===== src/rtl/sevenseg_capture.sv =====
// sevenseg_capture: decodes a scanned, active-low 7-segment bus back into
// per-digit BCD and commits each digit after it reads back stably.
//
// Ports:
//   clk, rst     clock and async active-high reset
//   an           anode strobes, active-low, one-hot-low when a digit is driven
//   seg          segment lines, active-low, bit6=a .. bit0=g
//   digits       committed BCD values, digit i at [4i+3:4i] (4'hF = blank/none)
//   digit_valid  bit i set once digit i has been committed
//   update       one-cycle pulse when a committed value or valid bit changes
//   bad_pattern  one-cycle pulse for an illegal sampled segment pattern
//   bad_index    digit index of the most recent illegal pattern
module sevenseg_capture #(
    parameter  int DIGITS       = 4,
    parameter  int SETTLE       = 3,
    parameter  int STABLE_SCANS = 2,
    localparam int IW = (DIGITS > 1) ? $clog2(DIGITS) : 1
) (
    input  logic                clk,
    input  logic                rst,
    input  logic [DIGITS-1:0]   an,
    input  logic [6:0]          seg,
    output logic [4*DIGITS-1:0] digits,
    output logic [DIGITS-1:0]   digit_valid,
    output logic                update,
    output logic                bad_pattern,
    output logic [IW-1:0]       bad_index
);

    localparam int DW = $clog2(SETTLE + 1);
    localparam int CW = $clog2(STABLE_SCANS + 1);
    localparam logic [DW-1:0] SETTLE_V = DW'(SETTLE);
    localparam logic [CW-1:0] STABLE_V = CW'(STABLE_SCANS);

    logic [DIGITS-1:0] an_r;
    logic [6:0]        seg_r;
    logic [DW-1:0]     dwell;
    logic [DW-1:0]     dwell_nxt;
    logic              one_hot;
    logic              take;
    logic [IW-1:0]     idx;
    logic [3:0]        dec_val;
    logic              dec_legal;

    // Captured sample, applied to the stability tracker one cycle later.
    logic              s_fire;
    logic              s_legal;
    logic [IW-1:0]     s_idx;
    logic [3:0]        s_val;

    logic [3:0]        cand [DIGITS];
    logic [CW-1:0]     cnt  [DIGITS];
    logic [3:0]        dig  [DIGITS];

    logic [3:0]        cur_cand;
    logic [CW-1:0]     cur_cnt;
    logic [CW-1:0]     new_cnt;
    logic              commit;

    assign one_hot = $onehot(~an_r);

    // The counter restarts on the edge that loads a new strobe value, so it
    // counts how long the current an_r has been held.
    always_comb begin
        dwell_nxt = '0;
        if (an == an_r && one_hot) begin
            if (dwell == SETTLE_V)
                dwell_nxt = dwell;
            else
                dwell_nxt = dwell + DW'(1);
        end
    end

    // Exactly one sample per dwell: the cycle the counter reaches SETTLE.
    assign take = (dwell_nxt == SETTLE_V) && (dwell != SETTLE_V);

    always_comb begin
        idx = '0;
        for (int i = 0; i < DIGITS; i++)
            if (!an_r[i])
                idx = IW'(i);
    end

    always_comb begin
        dec_legal = 1'b1;
        dec_val   = 4'hF;
        case (seg_r)
            7'b0000001: dec_val = 4'd0;
            7'b1001111: dec_val = 4'd1;
            7'b0010010: dec_val = 4'd2;
            7'b0000110: dec_val = 4'd3;
            7'b1001100: dec_val = 4'd4;
            7'b0100100: dec_val = 4'd5;
            7'b0100000: dec_val = 4'd6;
            7'b0001111: dec_val = 4'd7;
            7'b0000000: dec_val = 4'd8;
            7'b0000100: dec_val = 4'd9;
            7'b1111111: dec_val = 4'hF;
            default:    dec_legal = 1'b0;
        endcase
    end

    always_ff @(posedge clk or posedge rst) begin
        if (rst) begin
            an_r    <= '1;
            seg_r   <= '1;
            dwell   <= '0;
            s_fire  <= 1'b0;
            s_legal <= 1'b0;
            s_idx   <= '0;
            s_val   <= 4'hF;
        end else begin
            an_r    <= an;
            seg_r   <= seg;
            dwell   <= dwell_nxt;
            s_fire  <= take;
            s_legal <= dec_legal;
            s_idx   <= idx;
            s_val   <= dec_val;
        end
    end

    always_comb begin
        cur_cand = cand[s_idx];
        cur_cnt  = cnt[s_idx];
        if (s_val == cur_cand) begin
            if (cur_cnt == STABLE_V)
                new_cnt = cur_cnt;
            else
                new_cnt = cur_cnt + CW'(1);
        end else begin
            new_cnt = CW'(1);
        end
    end

    // Commit only on the sample that brings the count to STABLE_SCANS and
    // only when it changes what the outside world sees.
    assign commit = s_fire && s_legal && (new_cnt == STABLE_V)
                    && ((s_val != dig[s_idx]) || !digit_valid[s_idx]);

    always_ff @(posedge clk or posedge rst) begin
        if (rst) begin
            for (int i = 0; i < DIGITS; i++) begin
                cand[i] <= '0;
                cnt[i]  <= '0;
                dig[i]  <= 4'hF;
            end
            digit_valid <= '0;
            update      <= 1'b0;
            bad_pattern <= 1'b0;
            bad_index   <= '0;
        end else begin
            update      <= 1'b0;
            bad_pattern <= 1'b0;
            if (s_fire) begin
                if (!s_legal) begin
                    cnt[s_idx]  <= '0;
                    bad_pattern <= 1'b1;
                    bad_index   <= s_idx;
                end else begin
                    cand[s_idx] <= s_val;
                    cnt[s_idx]  <= new_cnt;
                end
            end
            if (commit) begin
                dig[s_idx]         <= s_val;
                digit_valid[s_idx] <= 1'b1;
                update             <= 1'b1;
            end
        end
    end

    always_comb begin
        digits = '0;
        for (int i = 0; i < DIGITS; i++)
            digits[4*i +: 4] = dig[i];
    end

endmodule

===== config.mk =====
export PLATFORM = sky130hd
export DESIGN_NAME = sevenseg_capture
export DESIGN_NICKNAME = d
export VERILOG_FILES = /design/src/rtl/sevenseg_capture.sv
export SDC_FILE = /design/constraint.sdc
export NUM_CORES = 1
export LEC_CHECK = 0
export ABC_AREA = 1
export CORE_AREA = 2 2 73 89
export CTS_BUF_LIST = sky130_fd_sc_hd__clkbuf_4 sky130_fd_sc_hd__clkbuf_8
export DETAILED_ROUTE_END_ITERATION = 8
export DIE_AREA = 0 0 75 91
export GPL_TIMING_DRIVEN = 0
export PLACE_DENSITY = 0.91
export SYNTH_ARGS = -nofsm -noshare
export SYNTH_HDL_FRONTEND = slang
export SYNTH_SLANG_ARGS = --single-unit

===== constraint.sdc =====
create_clock -name clk -period 3.31 [get_ports clk]
set_clock_uncertainty 0.2 [all_clocks]
set_input_delay 0.993 -clock clk [delete_from_list [all_inputs] [get_ports clk]]
set_output_delay 0.993 -clock clk [all_outputs]
set_load 0.01 [all_outputs]

# Word-level counts from Yosys, hierarchy flattened
# Index checks and enable logic that the tools add are counted.
# Widths: inputs -> output; s select.
op_classes:
  bitwise: 6
  n_addsub: 5
  mux: 33
  n_eq_ne: 19
  n_lt_le_gt_ge: 4
  n_reduce_logical: 13
op_table:
  columns: ["cell", "n"]
  rows:
  - ["$pmux 4 s10", 1]
  - ["$bwmux 16", 2]
  - ["$eq 7x7->1 const B", 3]
  - ["$mux 4", 5]
  - ["$mux 2", 9]
  - ["$bmux 4 s2", 2]
  - ["$eq 7x3->1 const B", 2]
  - ["$eq 7x6->1 const B", 2]
  - ["$reduce_or 11->1", 1]
  - ["$and 8x8->8", 1]
  - ["$bwmux 8", 1]
  - ["$demux 4 s2", 1]
  - ["$eq 2x2->1 const B", 4]
  - ["$eq 4x4->1", 2]
  - ["$mux 8", 1]
  - ["$not 8->8", 1]
  - ["$eq 7x1->1 const B", 1]
  - ["$eq 7x4->1 const B", 1]
  - ["$eq 7x5->1 const B", 1]
  - ["$logic_and 1x1->1", 7]
  - ["$logic_not 7->1", 1]
  - ["$mux 1", 7]
  - ["$add 1x1->2", 2]
  - ["$add 2x1->2 const B", 2]
  - ["other kinds (19)", 20]
word_totals:
  input_bits: 13
  word_cells: 103
  regBits: 69
  out_inout_bits: 24

# Depth between registers and ports, before layout
depth:
  word_depth: 11
  depth_mapped: 14
  ltp_nobuf: 13

# Worst setup path after synthesis
# OpenSTA, ideal clock, no wires.
synth_path:
  path_kind: "register to register"
  from: "register s_idx[0]"
  to: "register dig, in the netlist digits[10]"
  setup_time_ns: 0.062
  period_less_slack_ns: 2.526
  t_required_ns: 3.048
  n_path_buf: 2
  setup_slack_ns: 0.784
  arrival_ns: 2.264
  stages_incl_launch_ff: 11
  path_cell_list: "dfrtp_1 buf_2 nor2_1 a221oi_1 ha_1 nor2_1 inv_1 nor2_2 buf_4 nand4_1 nand2_1"
synth_between:
  elab_chain_cells: 10
  elab_cells_between_ends: 29
  classes_between: "1 x add/sub; 2 x order compare; 4 x eq/ne; 16 x mux; 1 x bitwise; 5 x reduce/logical"
synth_lines:
  columns: ["element", "line_no", "source"]
  rows:
  - ["from (decl)", "48", "logic [IW-1:0] s_idx;"]
  - ["from (signal assigned)", "118", "s_idx <= idx;"]
  - ["$not 2->3 (implied by the code)", null, null]
  - ["$bmux 2 s2", "125", "cur_cnt = cnt[s_idx];"]
  - ["$mux 2 (implied by the code) (2 in series)", "125", null]
  - ["$add 2x1->2 / $eq 2x2->1 (equally long branches)", "130, 127", null]
  - ["$mux 2", "127", "if (cur_cnt == STABLE_V)"]
  - ["$mux 2", "126", "if (s_val == cur_cand) begin"]
  - ["$eq 2x2->1", "138", "assign commit = s_fire && s_legal && (new_cnt == STABLE_V)"]
  - ["$logic_and 1x1->1", "138", null]
  - ["$logic_and 1x1->1", "139", "&& ((s_val != dig[s_idx]) || !digit_valid[s_idx]);"]
  - ["to (signal, indexed assignment)", "166", "dig[s_idx] <= s_val;"]
  - ["to (decl)", "53", "logic [3:0] dig [DIGITS];"]
# Parallel ways exist; a longest one is shown, timed or not. The select of a mux whose other input is x is not followed.
# A chain may end at the register's enable or synchronous reset.

# Final worst setup path
layout_path:
  from: "register s_idx[1]"
  to: "register dig, in the netlist digits[13]"
# Same word-level chain as after synthesis.

==> metrics.txt <==
wire length of the first global-routing pass 13170 µm; internal power component 0.001264 W; final weighted congestion in routability-driven placement a little over 0.9; library cell with the highest instance count after synthesis nand2_1; required time of the worst setup path 3.41 ns; count of buffers from port buffering 36; crit path cell chain clkbuf_1 -> nand2_1 -> inv_1 -> a221oi_1 -> ha_1 -> nor2_1 -> inv_1 -> nor2_2 -> buf_4 -> nand4_1 -> nand2_1; antenna violations before repair 0; number of cells traversed by the worst register-to-register path 11; Final Hold Viols 0; final setup violation count 0; minimum clock period after layout roughly 3.1 ns; CTS buffer count 9; largest net degree at the start of global routing 39; startpoint of the worst-slack reg-to-reg timing path s_idx[1]; post-synth cell types 31; drt via density roughly 5.5; endpoint of the worst hold-timing path digits[15]; clock power share 41.3%; kind of end point of the critical path flop; share of cells above drive strength 1 14.10%; total die area 6825 µm²; post-layout total power 0.001672 W; highest ir drop seen on vdd 0.0003518 V; Tightest Hold Check Type flop to flop; reg-to-reg endpoint digits[13]; average routed wire per standard cell roughly 14 µm; setup repair after global routing missed its margin false; Die X around 75 µm; number of warnings printed during yosys synthesis 0; number of buffers added to fix hold violations after cts 0; number of fill cells in the layout between 400 and 500; mean post-synth cell area around 8 µm²; net count of the mapped netlist 432; startpoint of the most critical hold path digits[15]; Peak Freq 326.2 MHz; proportion of register bits with asynchronous set or reset after synthesis 100.0%; run status completed; clock root buffer master clkbuf_8; share of the clock period used by the worst path 92.61%; H-tree depth 3; total clock sinks between 60 and 70; vertical die dimension 91 µm; slew at the pin closest to its max-slew limit 0.7647 ns; core region area 5934 µm²; main flop type after synthesis dfrtp_1; area added between synthesis and finish 20.36%; Worst path slowest cell clkbuf_1; remaining antenna violation count 0; reported net switching power 0.0004086 W; number of storage elements in the synthesis netlist 69; share of total power in combinational logic under 10%; Max Fanout on Critical Path 10; detailed-placement wirelength estimate about 5500 µm; total congestion overflow 0; number of buffers on the longest clock path 2; type of element launching the critical path flop; largest area contributor in the synthesized netlist dfrtp_1; number of enable flip-flop cells after synthesis 0; initial core utilization 56.76%; worst slew slack as a fraction of its limit between 40% and 50%; combined area of all synthesized cells 3368 µm²; Lkg Pwr 1.965 nW; number of global-route vias before repair 2985; max-cap check violation count 0; max incr delay on CP about 0.4 ns; number of cells traversed by the worst hold path 2; cell types with the largest area share after synthesis dfrtp_1 28%, dfstp_2 24%, nand2_1 19%, inv_1 4.1%, o21ai_0 3.7%; Total GRT Usage 25.54%; Power per Cell Area 412.5 nW/µm²; Detailed Routing Iterations Pass 1 5; arrival time reported for the critical path endpoint 3.17 ns; number of pins with negative max-slew slack in the final report 0; antenna cells 0; initial drt markers between 300 and 400; Reg power frac a little over half; Crit Path Class flop to flop; DRC violation count after routing 0; sequential element share of the synthesized area 52.41%; proportion of netlist area held by the largest area contributor 28.23%; clock latency of the later-clocked register in the worst-skew pair 0.36 ns; setup slack of the worst register-to-register path 0.24 ns; num ports 37; standard-cell rows 31; Clock transition at path regs 0.07 ns; switching share of total power 24.43%; start point of the critical path s_idx[1]; number of nets in the final layout between 400 and 500; gate count after technology mapping about 420; total detailed-routing wirelength about 8000 µm; CTS tree yes; number of vias after detailed routing 3044; utilization of the core after routing 68.31%; most common library cells after synthesis 174 x nand2_1, 38 x dfrtp_1, 37 x inv_1
-- kinds of logic (layout without fill, tap and decap cells) --
group                      after synthesis  count (layout)  synth area share [%]
DFF                                     69              69                 52.41
and+or+nand+nor                        250             250                 32.10
adders and majority gates                4               4                 1.709
xor gates and xnor gates                 4               4                 1.040
buffers and inverters                   47             100                 6.017
AOI/OAI and AO/OA                       41              41                 6.724
-- power groups by stage --
stage	registers, W	logic, W	clock network (W)
2_1_floorplan	0.000887	0.0000631	0
3_3_place_gp	0.000889	0.0000952	0
3_5_place_dp	0.000891	0.000102	0
4_1_cts	0.000876	0.000104	0.000697
5_1_grt	0.000878	0.000117	0.000734
6_report	0.000877	0.000105	0.000690
-- through the flow --
step                      setup slack [ns]  hold slack [ns]  setup TNS [ns]  std cells  area [µm²]
after floorplan                     0.4284           0.2327               0        415        3368
after global placement             -0.5019           0.2448          -18.98        533        3831
after detailed placement            0.2082           0.2554               0        534        3851
after CTS                           0.1937           0.2748               0        550        4051
after global routing               0.02994           0.2922               0        550        4054
final                               0.2445           0.2729               0        550        4054
-- state kept, by name (all words and copies together) (netlist names) --
name	flops
seg_r	7
update	1
s_fire	1
s_legal	1
s_idx	2
dwell	2
an_r	4
s_val	4
digits	16
bad_index	2
digit_valid	4
cand	16
bad_pattern	1
cnt	8
-- layout make-up --
type | instances | area, µm² | share of cell area, %
buffer | 9 | 60.06 | 1.481
multi-input combinational | 299 | 1403 | 34.60
sequential | 69 | 1765 | 43.55
inverter | 38 | 142.6 | 3.519
tap | 82 | 102.6 | 2.531
timing repair buffer | 37 | 380.4 | 9.383
clock inverter | 6 | 62.56 | 1.543
clock buffer | 10 | 137.6 | 3.395
-- critical path: cells and delay by family, from the launching register on --
kind,cells,cell delay [ns]
and+or+nand+nor,5,1.11
buffers and inverters,4,1.01
DFF,1,0.34
adders and majority gates,1,0.22
AOI/OAI and AO/OA,1,0.14
-- repair_timing --
| action | 4_1_cts | 5_1_grt |
|---|---|---|
| endpoints found under the hold margin | 0 | 0 |
| resized for setup | 0 | 1 |
| buffers inserted | 0 | 0 |
| setup endpoints to repair | 0 | 10 |
-- how the worst max path moves through the flow --
stage	end	cells past startpoint	slack [ns]
global placement	digit_valid[2]	2	-0.50
finish	digits[13]	11	0.24
CTS	digits[9]	11	0.19
floorplan	bad_index[0]	1	0.43
detailed placement	digits[9]	11	0.21
global route	digits[10]	11	0.03
-- routing by layer --
metal	global-route usage (%)	up-vias	wire, µm
met5	0	-	0
met4	15.03	0	307
met3	8.102	36	579
met2	41.23	150	4042
met1	28.72	1418	3044
li1	-	1440	-
-- layout by cell type (no fill, tap or decap), types with 3 or more instances in the layout --
cell type and instances:
nand4_2 4, inv_1 36, xnor2_1 3, nor2_1 24, clkbuf_8 10, dfstp_2 31, o21ai_1 5, nand4_1 19
nor3_1 5, nand3_1 14, dfrtp_1 38, ha_1 3, buf_2 3, o21ai_0 25, clkinvlp_4 3, o22ai_1 4
nand2_1 174, clkdlybuf4s50_1 36, nor4_1 5
Note: power is estimated with default switching activity, not from simulation.
==> RTL edit (same settings) <==
Reset style: synchronous (`rst`), changed in 2 clocked blocks. Comments in the files are not updated.
--- a/src/rtl/sevenseg_capture.sv
+++ b/src/rtl/sevenseg_capture.sv
@@ -102,3 +102,3 @@
 
-    always_ff @(posedge clk or posedge rst) begin
+    always_ff @(posedge clk) begin
         if (rst) begin
@@ -140,3 +140,3 @@
 
-    always_ff @(posedge clk or posedge rst) begin
+    always_ff @(posedge clk) begin
         if (rst) begin
Function: differs if rst is asserted again (counterexample within 10 cycles, from zero or initial values and one cycle with rst high); with rst held inactive, the same outputs for 10 cycles.
==> RTL edit against the unedited design <==
- routed wire length is 7.8% lower
- synthesized cell count is 8.2% lower
- hold slack worse by 0.012 ns
- design area is 4.2% lower
- sequential cell count stayed put
- area after synthesis is 5.2% lower
- worst setup slack better by 0.010 ns
- power is 14% higher
- largest power group unchanged
==> RTL edit: results (changes against the unedited design) <==
p_leak_nw: 1.71  # -13%
layout.nonclk_buf_share_pct: 10.6  # -0.24 points
final.clkbuf_count: 9  # -1
synth-compound-area-share_pct: 4.90  # -1.8 points
synth.area.top_cells: "edfxtp_1 (38%), dfxtp_1 (18%), nand2_1 (15%)"
drtIter0Drc: 207  # -41%
vias: 2748  # -9.7%
synth_nets: 398  # -7.9%
status: "completed"
p_per_area_nw_per_um2: 489  # +19%
use_met2_pct: 40.4  # -0.80 points
power_switching_mw: 0.431  # +5.5%
pg_comb_mw: 0.144  # +37%
worstPathArrival_ns: 2.94  # -0.23 ns
place.gp.congestion: 0.976  # +4.6%
track_usage_pct: 23.9  # -1.7 points
netlist_instances: 381  # -8.2%
use_met1_pct: 26.5  # -2.2 points
seq_power_mw: 0.936  # +6.7%
fill_cells: 456  # -4.2%
port_buffers: 35  # -2.8%
nNonClkInverters: 36  # -5.3%
synth_commonest_cells: "nand2_1 (131), edfxtp_1 (40), nor2_1 (40)"
max_freq_mhz: 327  # +0.34%
post_cts.repair.setup_buffers: 0  # unchanged
grt_pass1_vias: 2663  # -11%
yosysUniqueCellTypes: 28  # -9.7%
ys_seq_area_share_pct: 55.8  # +3.4 points
slowest_stage: "nor2_1"
final_nets: 444  # -7.5%
synth_edf_count: 40  # +40
multi_input_area_um2: 1210  # -13%
yosys.area_share.adder_pct: 1.80  # +0.093 points
ys_async_sr_fraction_pct: 0  # -100 points
avgRoutedWirePerCell_um: 14.3  # -1.4%
drive_above_1_share_pct: 9.03  # -5.1 points
cpPeakStageDelay_ns: 0.48  # +0.08 ns
post_dp_cell_area_um2: 3650  # -5.3%
vdd_drop_max_v: 0.000433  # +23%
grt_pass1_wl_mm: 12.0  # -8.9%
worst_slew_pin_slew_ns: 0.642  # -0.123 ns
switching_share_pct: 22.7  # -1.8 points
multi_input_cells: 265  # -11%
clkCellAreaFrac_pct: 6.12  # +1.2 points
synth_flop_cell: "edfxtp_1"
use_met3_pct: 5.99  # -2.1 points
[RTL edit: changes by cell type after synthesis, sizes merged, moves of 4 or more]
cell    delta
nor4       -4
nor2      +17
o21ai     -21
dfxtp     +29
nand3     +24
dfrtp     -38
a21oi      +7
dfstp     -31
inv        -4
or2        +8
nand2     -44
edfxtp    +40
o22ai      -4
nand4     -20
[RTL edit: critical path: cells and delay by family, from the launching register on]
kind                     cells  cell delay (ns)
flip-flops                   1             0.38
buffers and inverters        3             0.44
adder cells (fa/ha/maj)      1             0.35
AO/OA/AOI/OAI                2             0.28
AND/OR/NAND/NOR              6             1.12
[RTL edit: worst paths after layout]
path,slack (ns),from,endpoint,cells after the start
worst max-delay path,0.25,s_idx[0],dig[0][3],12
worst min-delay path,0.26,dwell[0],s_fire,1
worst max register to register,0.25,s_idx[0],dig[0][3],12
worst min register to register,0.26,dwell[0],s_fire,1
